==> src/rtl/fifo_pkg.sv <==
// fifo_pkg: shared word and counter types for the FIFO and its read-side stream stage.
package fifo_pkg;
    localparam int WIDTH = 4;
    localparam int CNT_W = 16;
    typedef logic [WIDTH-1:0] word_t;
    typedef logic [CNT_W-1:0] cnt_t;
endpackage

==> src/rtl/fifo_rd_stream_if.sv <==
// fifo_rd_stream_if: FIFO read port plus valid/ready stream; master is the drain stage.
interface fifo_rd_stream_if #(
    parameter int WIDTH = fifo_pkg::WIDTH,
    parameter int CNT_W = fifo_pkg::CNT_W
);
    logic             fifo_empty;
    logic [WIDTH-1:0] fifo_data;
    logic             fifo_rd_en;
    logic [WIDTH-1:0] m_data;
    logic             m_valid;
    logic             m_ready;
    logic [CNT_W-1:0] word_cnt;
    modport master (
        input  fifo_empty, fifo_data, m_ready,
        output fifo_rd_en, m_data, m_valid, word_cnt
    );
    modport slave (
        output fifo_empty, fifo_data, m_ready,
        input  fifo_rd_en, m_data, m_valid, word_cnt
    );
endinterface

==> src/rtl/fifo_rd_stream_elastic_buf.sv <==
// elastic_buf: DEPTH-entry circular buffer with wrapping pointers; every entry is usable.
module elastic_buf
    import fifo_pkg::*;
#(
    parameter int WIDTH = fifo_pkg::WIDTH,
    parameter int DEPTH = 3,
    parameter int CW    = $clog2(DEPTH + 1)
) (
    input  logic             clk,
    input  logic             rst,
    input  logic             push_i,
    input  logic [WIDTH-1:0] push_data_i,
    input  logic             pop_i,
    output logic [WIDTH-1:0] head_data_o,
    output logic [CW-1:0]    count_o
);
    localparam int PW = DEPTH > 1 ? $clog2(DEPTH) : 1;
    localparam logic [PW-1:0] LAST = PW'(DEPTH - 1);
    logic [WIDTH-1:0] mem_q [DEPTH];
    logic [PW-1:0]    wr_q, wr_d, rd_q, rd_d;
    logic [CW-1:0]    cnt_q, cnt_d;
    always_comb begin
        wr_d  = push_i ? (wr_q == LAST ? '0 : wr_q + PW'(1)) : wr_q;
        rd_d  = pop_i ? (rd_q == LAST ? '0 : rd_q + PW'(1)) : rd_q;
        cnt_d = cnt_q + CW'(push_i) - CW'(pop_i);
    end
    always_ff @(posedge clk) begin
        if (rst) begin
            mem_q <= '{default: '0};
            wr_q  <= '0;
            rd_q  <= '0;
            cnt_q <= '0;
        end else begin
            if (push_i) mem_q[wr_q] <= push_data_i;
            wr_q  <= wr_d;
            rd_q  <= rd_d;
            cnt_q <= cnt_d;
        end
    end
    assign head_data_o = mem_q[rd_q];
    assign count_o     = cnt_q;
endmodule

==> src/rtl/fifo_rd_stream.sv <==
// fifo_rd_stream: drains a registered-read FIFO into a valid/ready stream at one word per clock.
// Reads are issued only against free buffer credit, so the read enable never depends on m_ready.
module fifo_rd_stream
    import fifo_pkg::*;
#(
    parameter int WIDTH     = fifo_pkg::WIDTH,
    parameter int BUF_DEPTH = 3,
    parameter int CNT_W     = fifo_pkg::CNT_W
) (
    input  logic clk,
    input  logic rst,
    fifo_rd_stream_if.master bus
);
    localparam int CW = $clog2(BUF_DEPTH + 1);
    localparam logic [CW:0] DEPTH_C = (CW + 1)'(BUF_DEPTH);
    logic [CW-1:0]    count;
    logic [WIDTH-1:0] head;
    logic             inflight_q, inflight_d, pop;
    logic [CNT_W-1:0] word_cnt_q, word_cnt_d;
    always_comb begin
        pop        = bus.m_valid && bus.m_ready;
        inflight_d = !rst && !bus.fifo_empty && (({1'b0, count} + (CW + 1)'(inflight_q)) < DEPTH_C);
        word_cnt_d = pop ? word_cnt_q + CNT_W'(1) : word_cnt_q;
    end
    always_ff @(posedge clk) begin
        if (rst) begin
            inflight_q <= 1'b0;
            word_cnt_q <= '0;
        end else begin
            inflight_q <= inflight_d;
            word_cnt_q <= word_cnt_d;
        end
    end
    elastic_buf #(.WIDTH(WIDTH), .DEPTH(BUF_DEPTH), .CW(CW)) u_buf (
        .clk         (clk),
        .rst         (rst),
        .push_i      (inflight_q),
        .push_data_i (bus.fifo_data),
        .pop_i       (pop),
        .head_data_o (head),
        .count_o     (count)
    );
    assign bus.fifo_rd_en = inflight_d;
    assign bus.m_valid    = count != '0;
    assign bus.m_data     = head;
    assign bus.word_cnt   = word_cnt_q;
endmodule

==> src/flat_wrapper.sv <==
// flat-port wrapper written by rule: the top's interface ports become plain ports
module fifo_rd_stream_flat import fifo_pkg::*;
#(
    parameter int WIDTH     = fifo_pkg::WIDTH,
    parameter int BUF_DEPTH = 3,
    parameter int CNT_W     = fifo_pkg::CNT_W
)
  (clk, rst, bus_fifo_empty, bus_fifo_data, bus_m_ready, bus_fifo_rd_en, bus_m_data, bus_m_valid, bus_word_cnt);
  fifo_rd_stream_if #(.WIDTH(WIDTH), .CNT_W(CNT_W)) bus_i ();
  input  logic clk;
  input  logic rst;
  input wire logic [$bits(bus_i.fifo_empty)-1:0] bus_fifo_empty;
  input wire logic [$bits(bus_i.fifo_data)-1:0] bus_fifo_data;
  input wire logic [$bits(bus_i.m_ready)-1:0] bus_m_ready;
  output wire logic [$bits(bus_i.fifo_rd_en)-1:0] bus_fifo_rd_en;
  output wire logic [$bits(bus_i.m_data)-1:0] bus_m_data;
  output wire logic [$bits(bus_i.m_valid)-1:0] bus_m_valid;
  output wire logic [$bits(bus_i.word_cnt)-1:0] bus_word_cnt;
  assign bus_i.fifo_empty = bus_fifo_empty;
  assign bus_i.fifo_data = bus_fifo_data;
  assign bus_i.m_ready = bus_m_ready;
  assign bus_fifo_rd_en = bus_i.fifo_rd_en;
  assign bus_m_data = bus_i.m_data;
  assign bus_m_valid = bus_i.m_valid;
  assign bus_word_cnt = bus_i.word_cnt;
  fifo_rd_stream #(.WIDTH(WIDTH), .BUF_DEPTH(BUF_DEPTH), .CNT_W(CNT_W)) u_core (.clk(clk), .rst(rst), .bus(bus_i));
endmodule
==> config.mk <==
export PLATFORM = sky130hd
export DESIGN_NAME = fifo_rd_stream_flat
export DESIGN_NICKNAME = d
export VERILOG_FILES = /design/src/rtl/fifo_pkg.sv /design/src/rtl/fifo_rd_stream_if.sv /design/src/rtl/fifo_rd_stream_elastic_buf.sv /design/src/rtl/fifo_rd_stream.sv /design/src/flat_wrapper.sv
export SDC_FILE = /design/constraint.sdc
export NUM_CORES = 1
export LEC_CHECK = 0
export BUFFER_PORTS_ARGS = -buffer_cell sky130_fd_sc_hd__buf_4
export CORE_MARGIN = 2
export CORE_UTILIZATION = 45
export DETAILED_ROUTE_END_ITERATION = 12
export GPL_ROUTABILITY_DRIVEN = 0
export PLACE_DENSITY = 0.77
export SKIP_LAST_GASP = 1
export SYNTH_ARGS = -nofsm -noshare
export SYNTH_HDL_FRONTEND = slang
export SYNTH_SLANG_ARGS = --single-unit
==> constraint.sdc <==
create_clock -name clk -period 2.4 [get_ports clk]
set_input_delay 0.24 -clock clk [delete_from_list [all_inputs] [get_ports clk]]
set_output_delay 0.24 -clock clk [all_outputs]
set_load 0.02 [all_outputs]
==> results of run 1 <==
per-stage QoR:
| step | instance area, um^2 | total power (W) | hold WS (ps) |
|---|---|---|---|
| finish | 1860 | 0.00123 | 76.1 |
| global route | 1860 | 0.00131 | 57.7 |
| CTS | 1860 | 0.00124 | 63.3 |
| detailed placement | 1810 | 0.000942 | 427 |
| global placement | 1810 | 0.000938 | 434 |
| floorplan | 1550 | 0.000852 | 330 |
cell usage after synthesis, drive strengths merged, types with 3 or more instances:
| library cell | instances | area share |
|---|---|---|
| dfxtp | 35 | 0.45 |
| nor2 | 29 | 0.070 |
| mux2i | 16 | 0.10 |
| nand2 | 16 | 0.039 |
| xnor2 | 10 | 0.057 |
| a21oi | 8 | 0.026 |
| o21ai | 7 | 0.023 |
| clkbuf | 6 | 0.015 |
| nor3 | 6 | 0.023 |
| ha | 5 | 0.040 |
| inv | 4 | 0.0097 |
| xor2 | 4 | 0.023 |
| nand3 | 3 | 0.0097 |
| nand4 | 3 | 0.022 |
| nor4 | 3 | 0.012 |
| or3 | 3 | 0.015 |
worst max-delay path by stage:
stage                                    endpoint  slack, ps                          startpoint
6_report                           bus_fifo_rd_en        340  u_core.u_buf.count_o[0]$_SDFF_PP0_
5_1_grt                            bus_fifo_rd_en        160  u_core.u_buf.count_o[0]$_SDFF_PP0_
2_1_floorplan                      bus_fifo_rd_en        230  u_core.u_buf.count_o[0]$_SDFF_PP0_
4_1_cts                            bus_fifo_rd_en        330  u_core.u_buf.count_o[0]$_SDFF_PP0_
3_3_place_gp   u_core.u_buf.count_o[1]$_SDFF_PP0_        660  u_core.u_buf.count_o[0]$_SDFF_PP0_
3_5_place_dp   u_core.u_buf.count_o[1]$_SDFF_PP0_        590  u_core.u_buf.count_o[0]$_SDFF_PP0_
cell type report:
cell class	instances	area share
clock buffers	7	0.0243
clock inverters	1	0.00270
inverters	4	0.00809
multi-input cells	125	0.435
flip-flops and latches	35	0.377
well taps	46	0.0310
repair buffers	30	0.121
logic make-up after synthesis:
kind of cell,count (synthesis)
AO/OA/AOI/OAI,20
multiplexers,16
XOR/XNOR,14
flip-flops,35
buffers and inverters,10
adder cells (fa/ha/maj),5
AND/OR/NAND/NOR,70
worst max-delay path, stage by stage, from the launching register on:
cell and delay, ps:
dfxtp_1 370, ha_1 200, ha_1 280, a2111oi_0 420, buf_4 220
flip-flops by register name, summed over array words and instances, names as in the netlist:
register,count
u_core.u_buf.mem_q,12
u_core.u_buf.rd_q,2
u_core.inflight_q,1
u_core.u_buf.wr_q,2
u_core.u_buf.count_o,2
u_core.bus.word_cnt,16
power by group:
part	total [W]	switching [W]	internal, W
Clock	0.000298	0.000184	0.000114
Sequential	0.000672	0.0000517	0.000620
Combinational	0.000257	0.000137	0.000120
per-layer routing:
layer  wire length (um)  track usage
met1               1360        0.209
met2               1300        0.253
met3                131       0.0577
met4                 41       0.0667
met5                  0            0
==> summary.txt, run 1 <==
Synth
  – Top FF cell, synth: dfxtp_1
  – Area of the mapped netlist: 1550 um^2
  – Multiplexer area fraction after synthesis: 0.104
  – Netlist cell types: 27
  – Post-synthesis adder-cell area fraction: 0.0405
  – Synth Area in Simple Gates: 0.222
  – Synth Area in XOR/XNOR: 0.0793
  – #FFs+latches synth: 35
  – Sequential share of the synthesized area: 0.453
  – FFs w/ async S/R, synth: 0
  – Synth warn: 0
  – Synth Area in Compound Gates: 0.0777
  – Number of synthesized flops with an enable pin: 0
  – Synth Net Count: 183
  – Cells after Synth: 170
  – Main combinational cell family by area after synthesis: simple AND/OR/NAND/NOR gates
  – Avg Cell Area, Syn: 9.10 um^2

GRT
  – Vias in the first global route: around 1,200
  – Initial antenna violation count: 0
  – Remaining Overflow, GRT: 0
  – Pin count of the biggest net entering global routing: 37
  – GRT Total Usage: 0.164
  – First-pass GRT wire length: a little over 5 mm

Clocking
  – Setup bufs post-CTS: 0
  – Longest Clk Path Bufs: 2
  – Clk sinks: 35
  – Clk root buf: clkbuf_4
  – CTS H-Tree Depth: 2
  – Number of hold buffers added after cts: 0
  – CTS Buf Count: 5
  – # resized after CTS: 0
  – CTS tree: built
  – Clk slew on worst S/H paths: around 100 ps
  – Worst-Skew Late Latency: between 300 and 400 ps

STA
  – # setup viols final: 0
  – Least-Margin Pin Slew: around 510 ps
  – Post-route minimum period: approximately 2000 ps
  – Fmax: slightly below 500 MHz
  – Period utilisation layout: 0.858
  – Clock Skews: approximately 7.5 ps
  – Final worst slack: ~340 ps
  – Final slew viol count: 0
  – Worst slew margin: 0.659
  – Total Negative Setup Slacks: 0 ps
  – Final Hold Fails: 0
  – RSZ-0062 raised after global routing: no

Setup path
  – Worst Path Max Fanout: 6
  – Crit Path Category: flop to primary output
  – Crit start category: flop
  – RR Startpoint: u_core.u_buf.count_o[1]$_SDFF_PP0_
  – Crit. End Element: primary output
  – R2R depth: 9
  – FF-to-FF End: u_core.u_buf.count_o[1]$_SDFF_PP0_
  – Arrival @ worst endpoint: between 1500 and 2000 ps
  – Req. time, crit path: roughly 2200 ps
  – Worst R2R Setup Slack: around 590 ps

Cells and area
  – Final net count: ~210
  – Fin util: 0.561
  – Area of the multi-input gates: ~800 um^2
  – Ant diodes: 0
  – Final std cells w/o fill: roughly 250
  – Leading cell type in the layout, fill and taps excluded: dfxtp_1
  – Most frequent cells in the layout: 35 x dfxtp_1, 30 x buf_4, 29 x nor2_1, 16 x mux2i_1, 16 x nand2_1
  – Filler Cell Count: 324
  – Share of cells above drive strength 1: 0.203
  – Reg area: 701 um^2
  – Synth-to-layout area growth: 20.1%

Worst hold path
  – Hold_sp: bus_fifo_empty
  – Hold Crit Class: input port to flop
  – Hold Path Stages: 2
  – Hold Path End: u_core.inflight_q$_SDFF_PP0_

Detailed routing
  – # DRC: 0
  – Routed vias/inst: approximately 5.0
  – Final WL: ~2.8 mm
  – DR WL/cell: about 11 um
  – Vias: ~1,200
  – Antenna viol nets, final: 0
  – Iteration count of the initial detailed-routing pass: 4
  – 1st-iter DRT viols: 52

Power
  – LEAKAGE: slightly below 0.8 nW
  – Power per Cell Area: between 600 and 700 nW/um^2
  – Worst IR Drop VDD: ~0.29 mV

Floorplan
  – Site Rows: 21
  – Die area: about 3900 um^2
  – Total core area: about 3300 um^2
  – Die height: 62.6 um
  – Initial core utilization: 0.467
  – I/O Pins: 30
  – Die X: around 63 um

Placed design
  – Dpl cells: 240
  – Port Buffers: 29
  – Detailed Place HPWL: 1.99 mm
  – Pre-CTS setup slack: 587 ps

Status
  – Status: complete, no violations

Run
  – Max_cap viols: 0
No activity file was read; power rests on OpenSTA's default activity.
==> run 2: changes to the inputs <==
--- a/config.mk
+++ b/config.mk
@@ -11,6 +11,7 @@
 export DETAILED_ROUTE_END_ITERATION = 12
 export GPL_ROUTABILITY_DRIVEN = 0
 export PLACE_DENSITY = 0.77
+export SETUP_SLACK_MARGIN = 0.2
 export SKIP_LAST_GASP = 1
 export SYNTH_ARGS = -nofsm -noshare
 export SYNTH_HDL_FRONTEND = slang
==> constraint.sdc (replaced) <==
create_clock -name clk -period 2.18 [get_ports clk]
set_input_delay 0.218 -clock clk [delete_from_list [all_inputs] [get_ports clk]]
set_output_delay 0.218 -clock clk [all_outputs]
set_load 0.02 [all_outputs]
==> run 2 against run 1 <==
Combinational power is 13% higher. Global-route usage is 0.089 points higher. Non-clock buffer count stayed put. Largest cell class unchanged. Clock skew is 2.2 ps higher.
==> summary.txt, run 2 (synthesis gave the netlist of run 1 again) <==
Status
  – Status: complete, no violations

Clocking
  – Longest Clk Path Bufs: 2 (unchanged)
  – CTS tree: built
  – CTS Buf Count: 5 (unchanged)
  – Clk root buf: clkbuf_4
  – Clk slew on worst S/H paths: 100 ps (about the same)
  – Clk sinks: 35 (unchanged)
  – Setup bufs post-CTS: 0 (unchanged)
  – CTS H-Tree Depth: 2 (unchanged)
  – Worst-Skew Late Latency: 320 ps (about the same)

Detailed routing
  – 1st-iter DRT viols: 47 (-9.6%)
  – Routed vias/inst: 5.02 (about the same)
  – Final WL: 2.97 mm (+4.8%)
  – Top sig layer: met4
  – Vias: 1,234 (-0.80%)
  – DR WL/cell: 12.1 um (+5.6%)
  – # DRC: 0 (unchanged)
  – Metal-1 WL: 1.42 mm (+4.6%)
  – Antenna viol nets, final: 0 (unchanged)
  – Iteration count of the initial detailed-routing pass: 4 (unchanged)
  – Met2 wire len: 1.41 mm (+8.3%)
  – Met3 WL: 102 um (-22%)

Setup path
  – Req. time, crit path: 1960 ps (-200 ps)
  – Crit start category: flop
  – Crit Path Category: flop to primary output
  – Crit. End Element: primary output
  – Arrival @ worst endpoint: 1660 ps (-160 ps)
  – Worst Path Max Fanout: 4 (-2)

Floorplan
  – Die X: 62.6 um (unchanged)
  – Die height: 62.6 um (unchanged)
  – Site Rows: 21 (unchanged)
  – Initial core utilization: 0.467 (unchanged)
  – Die area: 3920 um^2 (unchanged)
  – I/O Pins: 30 (unchanged)
  – Total core area: 3310 um^2 (unchanged)

STA
  – # setup viols final: 0 (unchanged)
  – Final Hold Fails: 0 (unchanged)
  – Period utilisation layout: 0.863
  – Clock Skews: 9.73 ps (+2.19 ps)
  – RSZ-0062 raised after global routing: no
  – Fin Hold WS: 65.5 ps (-10.7 ps)
  – Post-route minimum period: between 1500 and 2000 ps
  – Fmax: ~530 MHz
  – Total Negative Setup Slacks: 0 ps (unchanged)
  – Worst slew margin: 0.662 (+0.00368)
  – Final slew viol count: 0 (unchanged)
  – Least-Margin Pin Slew: 504 ps (-5.50 ps)

Power
  – Logic pwr share: 0.217 (+0.007)
  – NetSw: 0.000403 W (+8.1%)
  – Cell Int Power: 0.000934 W (+9.4%)
  – Sequential Power Share: 0.554 (+0.006)
  – Switching Fraction: 0.302 (-0.00240)
  – Clock power share: 0.229 (-0.014)
  – Worst IR Drop VDD: 0.362 mV (+27%)
  – LEAKAGE: 0.784 nW (-0.45%)
  – Power per Cell Area: 720 nW/um^2 (+9.0%)

Placed design
  – Dpl cells: 240 (unchanged)
  – Port Buffers: 29 (unchanged)
  – Detailed Place HPWL: 2.15 mm (+8.0%)

Cells and area
  – Final net count: 214 (unchanged)
  – Max reg flops: 16 (unchanged)
  – Ant diodes: 0 (unchanged)
  – Share of cells above drive strength 1: 0.215 (+0.0120)
  – Fin util: 0.561 (unchanged)
  – Most frequent cells in the layout: 33 x dfxtp_1, 30 x buf_4, 29 x nor2_1, 16 x mux2i_1, 16 x nand2_1
  – Synth-to-layout area growth: 20.1% (unchanged)
  – Filler Cell Count: 317 (-2.2%)
  – Final std cells w/o fill: 246 (-0.81%)
  – Leading cell type in the layout, fill and taps excluded: dfxtp_1

GRT
  – Pin count of the biggest net entering global routing: 37 (unchanged)
  – Initial antenna violation count: 0 (unchanged)
  – Vias in the first global route: 1,097 (-5.0%)
  – Remaining Overflow, GRT: 0 (unchanged)
  – First-pass GRT wire length: 5.02 mm (-1.4%)
  – GRT Total Usage: 0.165 (+0.000891)

Run
  – Max_cap viols: 0 (unchanged)

Worst hold path
  – Hold Crit Class: input port to flop
[run 2: power by group through the flow]
stage	Sequential [W]	Clock, W	Combinational (W)
floorplan	0.000748	0	0.000191
global placement	0.000751	0	0.000283
detailed placement	0.000753	0	0.000289
CTS	0.000739	0.000318	0.000296
global route	0.000749	0.000345	0.000326
finish	0.000740	0.000306	0.000291
[run 2: worst max-delay path, stage by stage, from the launching register on]
cell       delay [ps]
dfxtp_2           350
ha_1              190
ha_1              300
a2111oi_2         300
buf_4             200
[run 2: metal layers]
layer,vias to the layer above,global-route usage
met4,0,0.0917
met3,2,0.0360
met1,572,0.207
li1,643,-
met5,-,0
met2,17,0.262
[run 2: final timing paths]
kind | start | end | slack [ps] | cells past startpoint
max | u_core.inflight_q$_SDFF_PP0_ | bus_fifo_rd_en | 300 | 4
min | bus_fifo_empty | u_core.inflight_q$_SDFF_PP0_ | 70 | 2
max reg2reg | u_core.u_buf.count_o[1]$_SDFF_PP0_ | u_core.bus.word_cnt[15]$_SDFFE_PP0P_ | 390 | 5
min reg2reg | u_core.bus.word_cnt[15]$_SDFFE_PP0P_ | u_core.bus.word_cnt[15]$_SDFFE_PP0P_ | 490 | 2
[run 2: through the flow]
stage / power (W) / worst slack [ps] / area, um^2
floorplan: 0.000939 / 243 / 1550
global placement: 0.00103 / 446 / 1810
detailed placement: 0.00104 / 416 / 1810
CTS: 0.00135 / 209 / 1850
global route: 0.00142 / 212 / 1860
finish: 0.00134 / 299 / 1860
[run 2: layout make-up]
type	instances	area, um^2	area share
inverters	4	15.0	0.00809
repair buffers	30	225	0.121
clock buffers	6	41.3	0.0222
well taps	46	57.6	0.0310
multi-input cells	125	815	0.439
flip-flops and latches	35	703	0.379
[run 2: what timing repair did]
item / 4_1_cts / 5_1_grt
setup endpoints to repair: 1 / 1
gates resized for setup: 1 / 2
hold buffers: 0 / 0
pin swaps: 0 / 1
==> run 3: changes to the inputs <==
--- a/config.mk
+++ b/config.mk
@@ -5,12 +5,14 @@
 export SDC_FILE = /design/constraint.sdc
 export NUM_CORES = 1
 export LEC_CHECK = 0
+export ABC_AREA = 1
 export BUFFER_PORTS_ARGS = -buffer_cell sky130_fd_sc_hd__buf_4
 export CORE_MARGIN = 2
 export CORE_UTILIZATION = 45
 export DETAILED_ROUTE_END_ITERATION = 12
 export GPL_ROUTABILITY_DRIVEN = 0
 export PLACE_DENSITY = 0.77
+export REMOVE_ABC_BUFFERS = 1
 export SETUP_SLACK_MARGIN = 0.2
 export SKIP_LAST_GASP = 1
 export SYNTH_ARGS = -nofsm -noshare
==> run 3 against run 2 <==
Combinational power up 60%. Die area rose by 6.0%. Sequential power up 5.1%. Via count rose by 23%. Critical path type unchanged.
==> summary.txt, run 3 <==
Clocking
  – Setup bufs post-CTS: 0 (unchanged)
  – Number of hold buffers added after cts: 0 (unchanged)
  – Clk slew on worst S/H paths: 100 ps (about the same)
  – Longest Clk Path Bufs: 2 (unchanged)
  – CTS Buf Count: 5 (unchanged)
  – CTS tree: built
  – Clk root buf: clkbuf_4
  – CTS H-Tree Depth: 2 (unchanged)
  – Worst-Skew Late Latency: 330 ps (about the same)
  – Clk sinks: 35 (unchanged)

GRT
  – First-pass GRT wire length: 5.97 mm (+19%)
  – Vias in the first global route: 1,423 (+30%)
  – Remaining Overflow, GRT: 0 (unchanged)
  – Initial antenna violation count: 0 (unchanged)
  – GRT Total Usage: 0.184 (+0.0190)
  – Pin count of the biggest net entering global routing: 29 (-22%)

Synth
  – Netlist cell types: 24 (-11%)
  – Largest cells by area after synthesis: dfxtp_1 43%, nor2_1 9.6%, nand2_1 8.2%
  – Top FF cell, synth: dfxtp_1
  – FFs w/ async S/R, synth: 0 (unchanged)
  – Synth cell count leaders: 42 x nor2_1, 36 x nand2_1, 35 x dfxtp_1, 27 x inv_1
  – Cells after Synth: 231 (+36%)
  – Synth area leader: dfxtp_1
  – #FFs+latches synth: 35 (unchanged)
  – Number of synthesized flops with an enable pin: 0 (unchanged)
  – Most numerous cell in the Yosys netlist: nor2_1
  – Post-synth top area share: 0.426 (-0.0272)
  – Avg Cell Area, Syn: 7.12 um^2 (-22%)
  – Area of the mapped netlist: 1650 um^2 (+6.4%)
  – Synth warn: 0 (unchanged)
  – Sequential share of the synthesized area: 0.426 (-0.0272)

Detailed routing
  – Routed vias/inst: 4.88 (-2.6%)
  – 1st-iter DRT viols: 50 (+6.4%)
  – Vias: 1,519 (+23%)
  – Iteration count of the initial detailed-routing pass: 4 (unchanged)
  – Antenna viol nets, final: 0 (unchanged)
  – Final WL: 3.27 mm (+10%)
  – # DRC: 0 (unchanged)
  – DR WL/cell: 10.5 um (-13%)

STA
  – Worst slew margin: 0.570 (-0.0923)
  – Clock Skews: 2.57 ps (-7.16 ps)
  – # setup viols final: 0 (unchanged)
  – Period utilisation layout: 0.858 (-0.00495)
  – Post-route minimum period: 1870 ps (-10.8 ps)
  – Total Negative Setup Slacks: 0 ps (unchanged)
  – Fmax: 535 MHz (+0.58%)
  – RSZ-0062 raised after global routing: no
  – Least-Margin Pin Slew: 641 ps (+137 ps)
  – Final Hold Fails: 0 (unchanged)
  – Final worst slack: 310 ps (+10.8 ps)
  – Final slew viol count: 0 (unchanged)

Cells and area
  – Synth-to-layout area growth: 21.9%
  – Filler Cell Count: 352 (+11%)
  – Final std cells w/o fill: 311 (+26%)
  – Leading cell type in the layout, fill and taps excluded: nor2_1
  – Most frequent cells in the layout: 42 x nor2_1, 36 x nand2_1, 33 x dfxtp_1, 29 x buf_4, 27 x inv_1
  – Max reg flops: 16 (unchanged)
  – Area of the multi-input gates: 840 um^2 (+3.1%)
  – Ant diodes: 0 (unchanged)
  – Final net count: 277 (+29%)
  – Share of cells above drive strength 1: 0.204 (-0.0112)
  – Reg area: 706 um^2 (+0.36%)

Placed design
  – Pre-CTS setup slack: 531 ps (+115 ps)
  – Detailed Place HPWL: 2.35 mm (+9.5%)
  – Dpl cells: 303 (+26%)
  – Port Buffers: 29 (unchanged)

Power
  – Power per Cell Area: 818 nW/um^2 (+14%)
  – LEAKAGE: 0.837 nW (+6.8%)
  – Switching Fraction: 0.341 (+0.0394)
  – Logic pwr share: 0.284 (+0.067)
  – Worst IR Drop VDD: 0.653 mV (+80%)
  – Sequential Power Share: 0.474 (-0.080)
  – Clock power share: 0.242 (+0.013)
  – NetSw: 0.000560 W (+39%)
  – Cell Int Power: 0.00108 W (+16%)

Setup path
  – Crit. End Element: primary output
  – Crit Path Category: flop to primary output
  – Req. time, crit path: 1960 ps (about the same)
  – Worst Path Buf+Inv: 1 (unchanged)
  – Slowest cell on the critical path: dfxtp_4
  – Arrival @ worst endpoint: 1650 ps (about the same)
  – Crit start category: flop
  – Worst Path Max Fanout: 5 (+1)
  – CP delay by family, top: adder cells
  – Slowest stage delay, CP: 380 ps (+30 ps)
  – Worst path cell trace: ha_1 -> ha_4 -> a2111oi_4 -> buf_4

Worst hold path
  – Hold Crit Class: input port to flop

Floorplan
  – Site Rows: 21 (unchanged)
  – Die X: 64.5 um (+2.9%)
  – Total core area: 3420 um^2 (+3.2%)
  – Die area: 4160 um^2 (+6.0%)
  – I/O Pins: 30 (unchanged)
  – Die height: 64.5 um (+2.9%)
  – Initial core utilization: 0.482 (+0.0146)

Status
  – Status: complete, no violations

Run
  – Max_cap viols: 0 (unchanged)
==> run 3: cell types whose count changed in the layout (fill, tap and decap cells not counted), sizes merged, moves of 3 or more <==
cell / delta
inv: +26
nand2: +21
nand3: +20
nor2: +20
mux2i: -16
o21ai: +15
xnor2: -9
a21oi: +8
nor3: -4
xor2: -4
nor4: -3
or3: -3
==> run 3: cell type report <==
class                   instances  area share
clock buffers                   8      0.0343
repair buffers                 29       0.109
multi-input cells             162       0.419
inverters                      31      0.0580
well taps                      46      0.0287
flip-flops and latches         35       0.352
==> run 3: what timing repair did <==
action,CTS,global route
setup endpoints to repair,1,1
hold endpoints to repair,0,0
gates resized for setup,4,3
==> run 3: power by group through the flow <==
| stage | clock network, W | registers (W) | logic (W) |
|---|---|---|---|
| finish | 0.000398 | 0.000778 | 0.000466 |
| global route | 0.000451 | 0.000788 | 0.000531 |
| CTS | 0.000410 | 0.000770 | 0.000446 |
| detailed placement | 0 | 0.000781 | 0.000432 |
| global placement | 0 | 0.000779 | 0.000425 |
| floorplan | 0 | 0.000782 | 0.000285 |
==> run 3: path summary, 6_finish.rpt <==
check	cells after the start	end	start	slack, ps
worst max register to register	8	u_core.u_buf.count_o[1]$_SDFF_PP0_	u_core.u_buf.count_o[1]$_SDFF_PP0_	580
worst min register to register	2	u_core.u_buf.mem_q[5]$_SDFFE_PP0P_	u_core.u_buf.mem_q[5]$_SDFFE_PP0P_	450
worst min-delay path	2	u_core.inflight_q$_SDFF_PP0_	bus_fifo_empty	70
worst max-delay path	4	bus_fifo_rd_en	u_core.u_buf.count_o[0]$_SDFF_PP0_	310
==> run 3: metal layers <==
| layer | global-route usage | vias up | share of wire |
|---|---|---|---|
| met3 | 0.0521 | 2 | 0.049 |
| met4 | 0.0638 | 0 | 0.0073 |
| li1 | - | 813 | - |
| met2 | 0.305 | 31 | 0.46 |
| met5 | 0 | - | 0 |
| met1 | 0.229 | 673 | 0.48 |
==> run 3: through the flow <==
stage                     utilization  area (um^2)  hold slack (ps)  power [W]
after global placement          0.556         1900              401    0.00120
after global routing            0.587         2010             58.7    0.00177
after detailed placement        0.556         1900              406    0.00121
after floorplan                     -         1630              285    0.00107
final                           0.587         2010             72.7    0.00164
after CTS                       0.579         1980             43.7    0.00163
==> run 3: cell families (layout without fill, tap and decap cells) <==
family / Yosys count / after routing / share of synthesized area
simple gates: 114 / 114 / 0.311
xor+xnor: 1 / 1 / 0.00532
fa+ha+maj: 5 / 5 / 0.0380
compound gates: 42 / 42 / 0.137
buf+inv: 34 / 68 / 0.0829
flops: 35 / 35 / 0.426
==> run 3: worst reg2reg max path: stages (launching register included) <==
cell	delay, ps
dfxtp_1	380
nor2_1	190
nor2_4	70
ha_1	270
inv_1	40
ha_1	180
xnor2_1	170
o21ai_0	100
a21oi_1	140
